**src/rtl/pipe_pkg.sv**
```systemverilog
// Shared defaults and counter helpers for the pipeline stage chain.
package pipe_pkg;

  localparam int unsigned DW_DEF     = 32;
  localparam int unsigned NSTAGE_DEF = 4;
  localparam int unsigned CNT_W      = 32;

  typedef logic [CNT_W-1:0] cnt_t;

  // Saturating increment: sticks at all-ones instead of wrapping.
  function automatic cnt_t sat_inc(input cnt_t c);
    return (c == '1) ? c : c + cnt_t'(1);
  endfunction

endpackage

```
**src/rtl/pipe_stage_chain_if.sv**
```systemverilog
// Handshake, payload, per-stage control and statistics bundle of the stage chain.
interface pipe_stage_chain_if #(
  parameter int unsigned DW     = pipe_pkg::DW_DEF,
  parameter int unsigned NSTAGE = pipe_pkg::NSTAGE_DEF
);

  logic                       in_valid;
  logic [DW-1:0]              in_data;
  logic                       in_allowin;
  logic [NSTAGE-1:0]          ready_go;
  logic [NSTAGE-1:0]          flush;
  logic                       out_ready;
  logic                       out_valid;
  logic [DW-1:0]              out_data;
  logic [NSTAGE-1:0]          stage_valid;
  logic [NSTAGE*DW-1:0]       stage_data;
  logic [pipe_pkg::CNT_W-1:0] stall_cnt;
  logic [pipe_pkg::CNT_W-1:0] bubble_cnt;

  // Environment side: offers payloads, controls stages, consumes output.
  modport master (
    output in_valid, in_data, ready_go, flush, out_ready,
    input  in_allowin, out_valid, out_data, stage_valid, stage_data,
           stall_cnt, bubble_cnt
  );

  // Chain side.
  modport slave (
    input  in_valid, in_data, ready_go, flush, out_ready,
    output in_allowin, out_valid, out_data, stage_valid, stage_data,
           stall_cnt, bubble_cnt
  );

endinterface

```
**src/rtl/pipe_stage.sv**
```systemverilog
// One pipeline stage: valid/data register plus its go/allowin handshake terms.
module pipe_stage #(
  parameter int unsigned DW = pipe_pkg::DW_DEF
) (
  input  logic          clk,
  input  logic          resetn,
  input  logic          up_valid,
  input  logic [DW-1:0] up_data,
  input  logic          ready_go,
  input  logic          flush,
  input  logic          down_allowin,
  output logic          valid,
  output logic [DW-1:0] data,
  output logic          go_c,
  output logic          allowin_c
);

  // A flushed stage never forwards and always opens for the next payload.
  assign go_c      = valid & ready_go & ~flush;
  assign allowin_c = ~valid | flush | (ready_go & down_allowin);

  // Load on allowin (flush kills the incoming payload); otherwise hold.
  // Flush forces allowin, so the "clear on flush" case is covered by the load path.
  always_ff @(posedge clk) begin
    if (resetn) begin
      valid <= 1'b0;
      data  <= '0;
    end else if (allowin_c) begin
      valid <= up_valid & ~flush;
      if (up_valid) begin
        data <= up_data;
      end
    end
  end

endmodule

```
**src/rtl/pipe_stage_chain.sv**
```systemverilog
// Chain of NSTAGE handshaked pipeline stages with flush, backpressure and
// stall/bubble statistics. resetn is synchronous and active-high.
module pipe_stage_chain
  import pipe_pkg::*;
#(
  parameter int unsigned DW     = DW_DEF,
  parameter int unsigned NSTAGE = NSTAGE_DEF
) (
  input logic               clk,
  input logic               resetn,
  pipe_stage_chain_if.slave bus
);

  logic in_allowin;
  logic out_valid;
  cnt_t stall_cnt;
  cnt_t bubble_cnt;

  // Per-stage scopes keep the allowin ripple in separate nets (no self-looped vector).
  for (genvar i = 0; i < NSTAGE; i++) begin : g_stage
    logic          up_valid;
    logic [DW-1:0] up_data;
    logic          down_allow;
    logic          valid;
    logic [DW-1:0] data;
    logic          go;
    logic          allow;

    if (i == 0) begin : g_head
      assign up_valid = bus.in_valid;
      assign up_data  = bus.in_data;
    end else begin : g_body
      assign up_valid = g_stage[i-1].go;
      assign up_data  = g_stage[i-1].data;
    end

    if (i == NSTAGE - 1) begin : g_tail
      assign down_allow = bus.out_ready;
    end else begin : g_mid
      assign down_allow = g_stage[i+1].allow;
    end

    pipe_stage #(.DW(DW)) u_stage (
      .clk          (clk),
      .resetn       (resetn),
      .up_valid     (up_valid),
      .up_data      (up_data),
      .ready_go     (bus.ready_go[i]),
      .flush        (bus.flush[i]),
      .down_allowin (down_allow),
      .valid        (valid),
      .data         (data),
      .go_c         (go),
      .allowin_c    (allow)
    );

    assign bus.stage_valid[i]           = valid;
    assign bus.stage_data[i*DW +: DW]   = data;
  end

  assign in_allowin     = g_stage[0].allow;
  assign out_valid      = g_stage[NSTAGE-1].go;
  assign bus.in_allowin = in_allowin;
  assign bus.out_valid  = out_valid;
  assign bus.out_data   = g_stage[NSTAGE-1].data;

  // Saturating statistics: refused offers and cycles with nothing leaving.
  always_ff @(posedge clk) begin
    if (resetn) begin
      stall_cnt  <= '0;
      bubble_cnt <= '0;
    end else begin
      if (bus.in_valid && !in_allowin) begin
        stall_cnt <= sat_inc(stall_cnt);
      end
      if (!out_valid) begin
        bubble_cnt <= sat_inc(bubble_cnt);
      end
    end
  end

  assign bus.stall_cnt  = stall_cnt;
  assign bus.bubble_cnt = bubble_cnt;

endmodule

```
**src/flat_wrapper.sv**
```systemverilog
// flat-port wrapper written by rule: the top's interface ports become plain ports
module pipe_stage_chain_flat import pipe_pkg::*;
#(
  parameter int unsigned DW     = DW_DEF,
  parameter int unsigned NSTAGE = NSTAGE_DEF
)
  (clk, resetn, bus_in_valid, bus_in_data, bus_ready_go, bus_flush, bus_out_ready, bus_in_allowin, bus_out_valid, bus_out_data, bus_stage_valid, bus_stage_data, bus_stall_cnt, bus_bubble_cnt);
  pipe_stage_chain_if #(.DW(DW), .NSTAGE(NSTAGE)) bus_i ();
  input logic clk;
  input logic resetn;
  input wire logic [$bits(bus_i.in_valid)-1:0] bus_in_valid;
  input wire logic [$bits(bus_i.in_data)-1:0] bus_in_data;
  input wire logic [$bits(bus_i.ready_go)-1:0] bus_ready_go;
  input wire logic [$bits(bus_i.flush)-1:0] bus_flush;
  input wire logic [$bits(bus_i.out_ready)-1:0] bus_out_ready;
  output wire logic [$bits(bus_i.in_allowin)-1:0] bus_in_allowin;
  output wire logic [$bits(bus_i.out_valid)-1:0] bus_out_valid;
  output wire logic [$bits(bus_i.out_data)-1:0] bus_out_data;
  output wire logic [$bits(bus_i.stage_valid)-1:0] bus_stage_valid;
  output wire logic [$bits(bus_i.stage_data)-1:0] bus_stage_data;
  output wire logic [$bits(bus_i.stall_cnt)-1:0] bus_stall_cnt;
  output wire logic [$bits(bus_i.bubble_cnt)-1:0] bus_bubble_cnt;
  assign bus_i.in_valid = bus_in_valid;
  assign bus_i.in_data = bus_in_data;
  assign bus_i.ready_go = bus_ready_go;
  assign bus_i.flush = bus_flush;
  assign bus_i.out_ready = bus_out_ready;
  assign bus_in_allowin = bus_i.in_allowin;
  assign bus_out_valid = bus_i.out_valid;
  assign bus_out_data = bus_i.out_data;
  assign bus_stage_valid = bus_i.stage_valid;
  assign bus_stage_data = bus_i.stage_data;
  assign bus_stall_cnt = bus_i.stall_cnt;
  assign bus_bubble_cnt = bus_i.bubble_cnt;
  pipe_stage_chain #(.DW(DW), .NSTAGE(NSTAGE)) u_core (.clk(clk), .resetn(resetn), .bus(bus_i));
endmodule
```
**config.mk**
```make
export PLATFORM = sky130hd
export DESIGN_NAME = pipe_stage_chain_flat
export DESIGN_NICKNAME = d
export VERILOG_FILES = /design/src/rtl/pipe_pkg.sv /design/src/rtl/pipe_stage_chain_if.sv /design/src/rtl/pipe_stage.sv /design/src/rtl/pipe_stage_chain.sv /design/src/flat_wrapper.sv
export SDC_FILE = /design/constraint.sdc
export NUM_CORES = 1
export LEC_CHECK = 0
export CAP_MARGIN = 20
export CORE_MARGIN = 2
export CORE_UTILIZATION = 47
export DETAILED_ROUTE_END_ITERATION = 6
export GPL_ROUTABILITY_DRIVEN = 1
export PLACE_DENSITY = 0.81
export SLEW_MARGIN = 20
export SYNTH_ARGS = -nofsm -noshare
export SYNTH_HDL_FRONTEND = slang
export SYNTH_SLANG_ARGS = --single-unit
```
**constraint.sdc**
```tcl
create_clock -name clk -period 2.5 [get_ports clk]
set_input_delay 0.25 -clock clk [delete_from_list [all_inputs] [get_ports clk]]
set_output_delay 0.25 -clock clk [all_outputs]
set_load 0.02 [all_outputs]
```
==> impl_metrics.py <==
metrics = {
    "timing": {
        "hold_ws_ps": 279,
        "hold_viol": 0,
        "skew_ps": 8.97,
        "period_needed_ps": 2290,
        "period_share_pct": 91.7,
        "finalSetupViolCount": 0,
        "maxSlewHeadroom_pct": 59.6,
        "rsz0062_at_grt": "no",
        "slew_violations": 0,
        "tightest_slew_ps": 606,
        "max_freq_ghz": 0.436,
    },
    "yosys": {
        "synth_fp_nets": 1074,
        "async_reset_ff_share_pct": 0,
        "synth-edff-count": 0,
        "synth_cell_types": 53,
        "ys.flop_type": "dfxtp_1",
        "ys_seq_area_share_pct": 45.6,
        "ys_ff_latch": 196,
        "avgSynthCellArea_um2": 8.37,
        "yosys_warnings": 0,
        "syn_inst": 1028,
        "synth_area_mm2": 0.00860,
    },
    "grt": {
        "track_usage_pct": 24.5,
        "grt_pass1_vias": 7309,
        "grt_pass1_wl_um": 38800,
        "antenna_found_initial": 0,
        "grt_max_degree": 80,
        "grt_overflow": 0,
    },
    "power_and_ir_drop": {
        "p_seq_share_pct": 50.4,
        "p_switching_mw": 1.47,
        "p_int_mw": 4.86,
        "pwr-share-clk_pct": 43.0,
        "irDropWorstVdd_mv": 0.454,
        "p_sw_share_pct": 23.3,
        "p_per_area_mw_per_mm2": 522,
        "cellLeakagePower_nw": 4.05,
        "pwr-share-comb_pct": 6.7,
        "p_total_mw": 6.33,
    },
    "final_layout": {
        "drive_above_1_share_pct": 7.75,
        "antenna_cells": 0,
        "nets": 1312,
        "syn2layout_area_growth_pct": 41.1,
        "fin_cells": 1507,
    },
    "floorplan": {
        "die-area_mm2": 0.0194,
        "die_x_um": 139,
        "start_util_pct": 47.9,
        "rows": 49,
        "ios": 274,
        "die_y_um": 139,
        "core_mm2": 0.0180,
    },
    "place": {
        "detailed_place_hpwl_um": 17500,
        "place_inst": 1476,
        "gp_congestion": 0.876,
        "port_buffers": 273,
    },
    "run": {
        "maxCapViolCount": 0,
    },
    "cts": {
        "cts_hold_buf": 0,
        "cts_buffer_depth": 2,
        "clkTransAtPathRegs_ps": 70,
        "htree_levels": 4,
        "cts_buffers": 17,
        "insertion_delay_ps": 420,
        "cts_tree": "done",
        "cts.sinks": 196,
        "cts-root-buf": "clkbuf_16",
    },
    "setup_path": {
        "rr_startpoint": "u_core.bus.stall_cnt[10]$_SDFFE_PP0P_",
        "cp.arrival_ps": 2570,
        "cp-endpoint": "u_core.bus.stall_cnt[3]$_SDFFE_PP0P_",
        "end_kind": "flop",
        "worst-r2r-setup-slack_ps": 210,
        "worstRegToRegCells": 6,
        "startpoint": "u_core.bus.stall_cnt[10]$_SDFFE_PP0P_",
        "crit_required_ps": 2780,
        "worstSetupPathType": "flop to flop",
        "worstPathMaxFanout": 12,
        "critPathLaunchType": "flop",
        "r2r-end": "u_core.bus.stall_cnt[3]$_SDFFE_PP0P_",
    },
    "detailed_routing": {
        "drt_iter0_markers": 426,
        "remaining_drc_errors": 0,
        "via_per_inst": 5.33,
        "antenna_left": 0,
        "wl_met3_um": 1400,
        "maxUsedRoutingLayer": "met4",
        "finalWirelength_um": 24600,
        "drtPass1Iterations": 6,
        "via_count": 8036,
        "met2_length_um": 12300,
        "wl_per_cell_um": 16.3,
        "wl_met1_um": 10400,
    },
    "worst_hold_path": {
        "hp-class": "input pin to flop",
    },
    "outcome": {
        "outcome": "completed",
    },
}
## kinds of logic (layout without fill, tap and decap cells)
family | count (synthesis) | count (layout) | synth area share, %
adder cells (fa/ha/maj) | 2 | 2 | 0.291
AND/OR/NAND/NOR | 484 | 484 | 28.5
AO/OA/AOI/OAI | 177 | 177 | 11.5
XOR/XNOR | 16 | 16 | 1.63
buffers and inverters | 103 | 353 | 6.43
multiplexers | 50 | 50 | 6.11
flip-flops | 196 | 196 | 45.6
## synth_stat cells (all sizes together), types with 18 or more instances
cell / instances / area share (%)
nand2b: 71 / 5.2
or4: 19 / 1.7
nand3: 19 / 1.1
nor2: 41 / 1.8
clkbuf: 50 / 2.2
buf: 47 / 4.0
nor2b: 21 / 1.5
dfxtp: 196 / 46
a21oi: 129 / 7.5
o31ai: 18 / 1.6
nand2: 223 / 9.7
mux2i: 33 / 3.8
## layout make-up
cell class / instances / area, um2
Clock buffer: 19 / 433
Fill cell: 1459 / 5820
Sequential cell: 196 / 3920
Multi-Input combinational cell: 729 / 4160
Inverter: 6 / 22.5
Clock inverter: 12 / 144
Tap cell: 229 / 287
Timing Repair Buffer: 316 / 3170
## power groups by stage
stage	combinational, mW	clock [mW]	sequential (mW)
2_1_floorplan	0.153	0	3.30
3_3_place_gp	0.414	0	3.26
3_5_place_dp	0.418	0	3.26
4_1_cts	0.422	2.77	3.19
5_1_grt	0.451	2.91	3.19
6_report	0.421	2.72	3.19
## worst min path at each step
stage	startpoint	end	slack, ps	cells past startpoint
floorplan	bus_flush[2]	u_core.g_stage[2].u_stage.valid$_SDFFE_PP0P_	330	1
global placement	u_core.g_stage[2].u_stage.data[12]$_SDFFE_PP0P_	u_core.g_stage[3].u_stage.data[12]$_SDFFE_PP0P_	450	2
detailed placement	u_core.g_stage[2].u_stage.data[12]$_SDFFE_PP0P_	u_core.g_stage[3].u_stage.data[12]$_SDFFE_PP0P_	460	2
CTS	resetn	u_core.bus.bubble_cnt[4]$_SDFFE_PP0P_	280	2
global route	resetn	u_core.bus.bubble_cnt[6]$_SDFFE_PP0P_	300	2
finish	resetn	u_core.bus.bubble_cnt[25]$_SDFFE_PP0P_	280	2
## state kept, by name, indices dropped and copies added (netlist names)
| name | cells |
|---|---|
| u_core.bus.bubble_cnt | 32 |
| u_core.bus.stall_cnt | 32 |
| u_core.g_stage.u_stage.data | 128 |
| u_core.g_stage.u_stage.valid | 4 |
## per-stage QoR
step           instance area [um2]  setup TNS, ps  util [%]  worst slack [ps]
5_1_grt                      12100              0      67.6              66.8
4_1_cts                      12100              0      67.6              60.7
6_report                     12100              0      67.6               208
2_1_floorplan                 8600              0         -               250
3_3_place_gp                 11600          -48.3      64.3             -38.4
3_5_place_dp                 11600           -222      64.3             -66.7
## cells in the final DEF, fill, tap and decap left out, types with 16 or more instances in the layout
cell             synthesis  final
a21oi_1                129    128
nand3_1                 19     19
dfxtp_1                196    196
nor2b_1                 21     21
clkbuf_16                0     17
xnor2_1                 16     16
nand4_1                 16     16
mux2i_1                 33     33
or4_1                   18     18
buf_4                   37     34
nand2b_1                71     71
clkdlybuf4s50_1          0    271
nor2_1                  41     40
o31ai_1                 18     17
nand2_1                223    223
## routing by layer
| layer | vias up | GRT usage, % |
|---|---|---|
| met1 | 3766 | 30.7 |
| met3 | 37 | 5.13 |
| met2 | 267 | 42.3 |
| met4 | 0 | 7.81 |
| li1 | 3966 | - |
| met5 | - | 0 |
## critical path, cell delays in order, from the launching register on
cell	delay (ps)
dfxtp_1	500
nand4_4	130
or4_4	600
nor3_4	470
buf_4	270
or4_1	130
a21oi_1	50
## what timing repair did
action / in CTS / in global routing
setup buffers: 0 / 0
resized for setup: 1 / 1
endpoints found under the setup margin: 1 / 1
No activity file was read; power rests on OpenSTA's default activity.
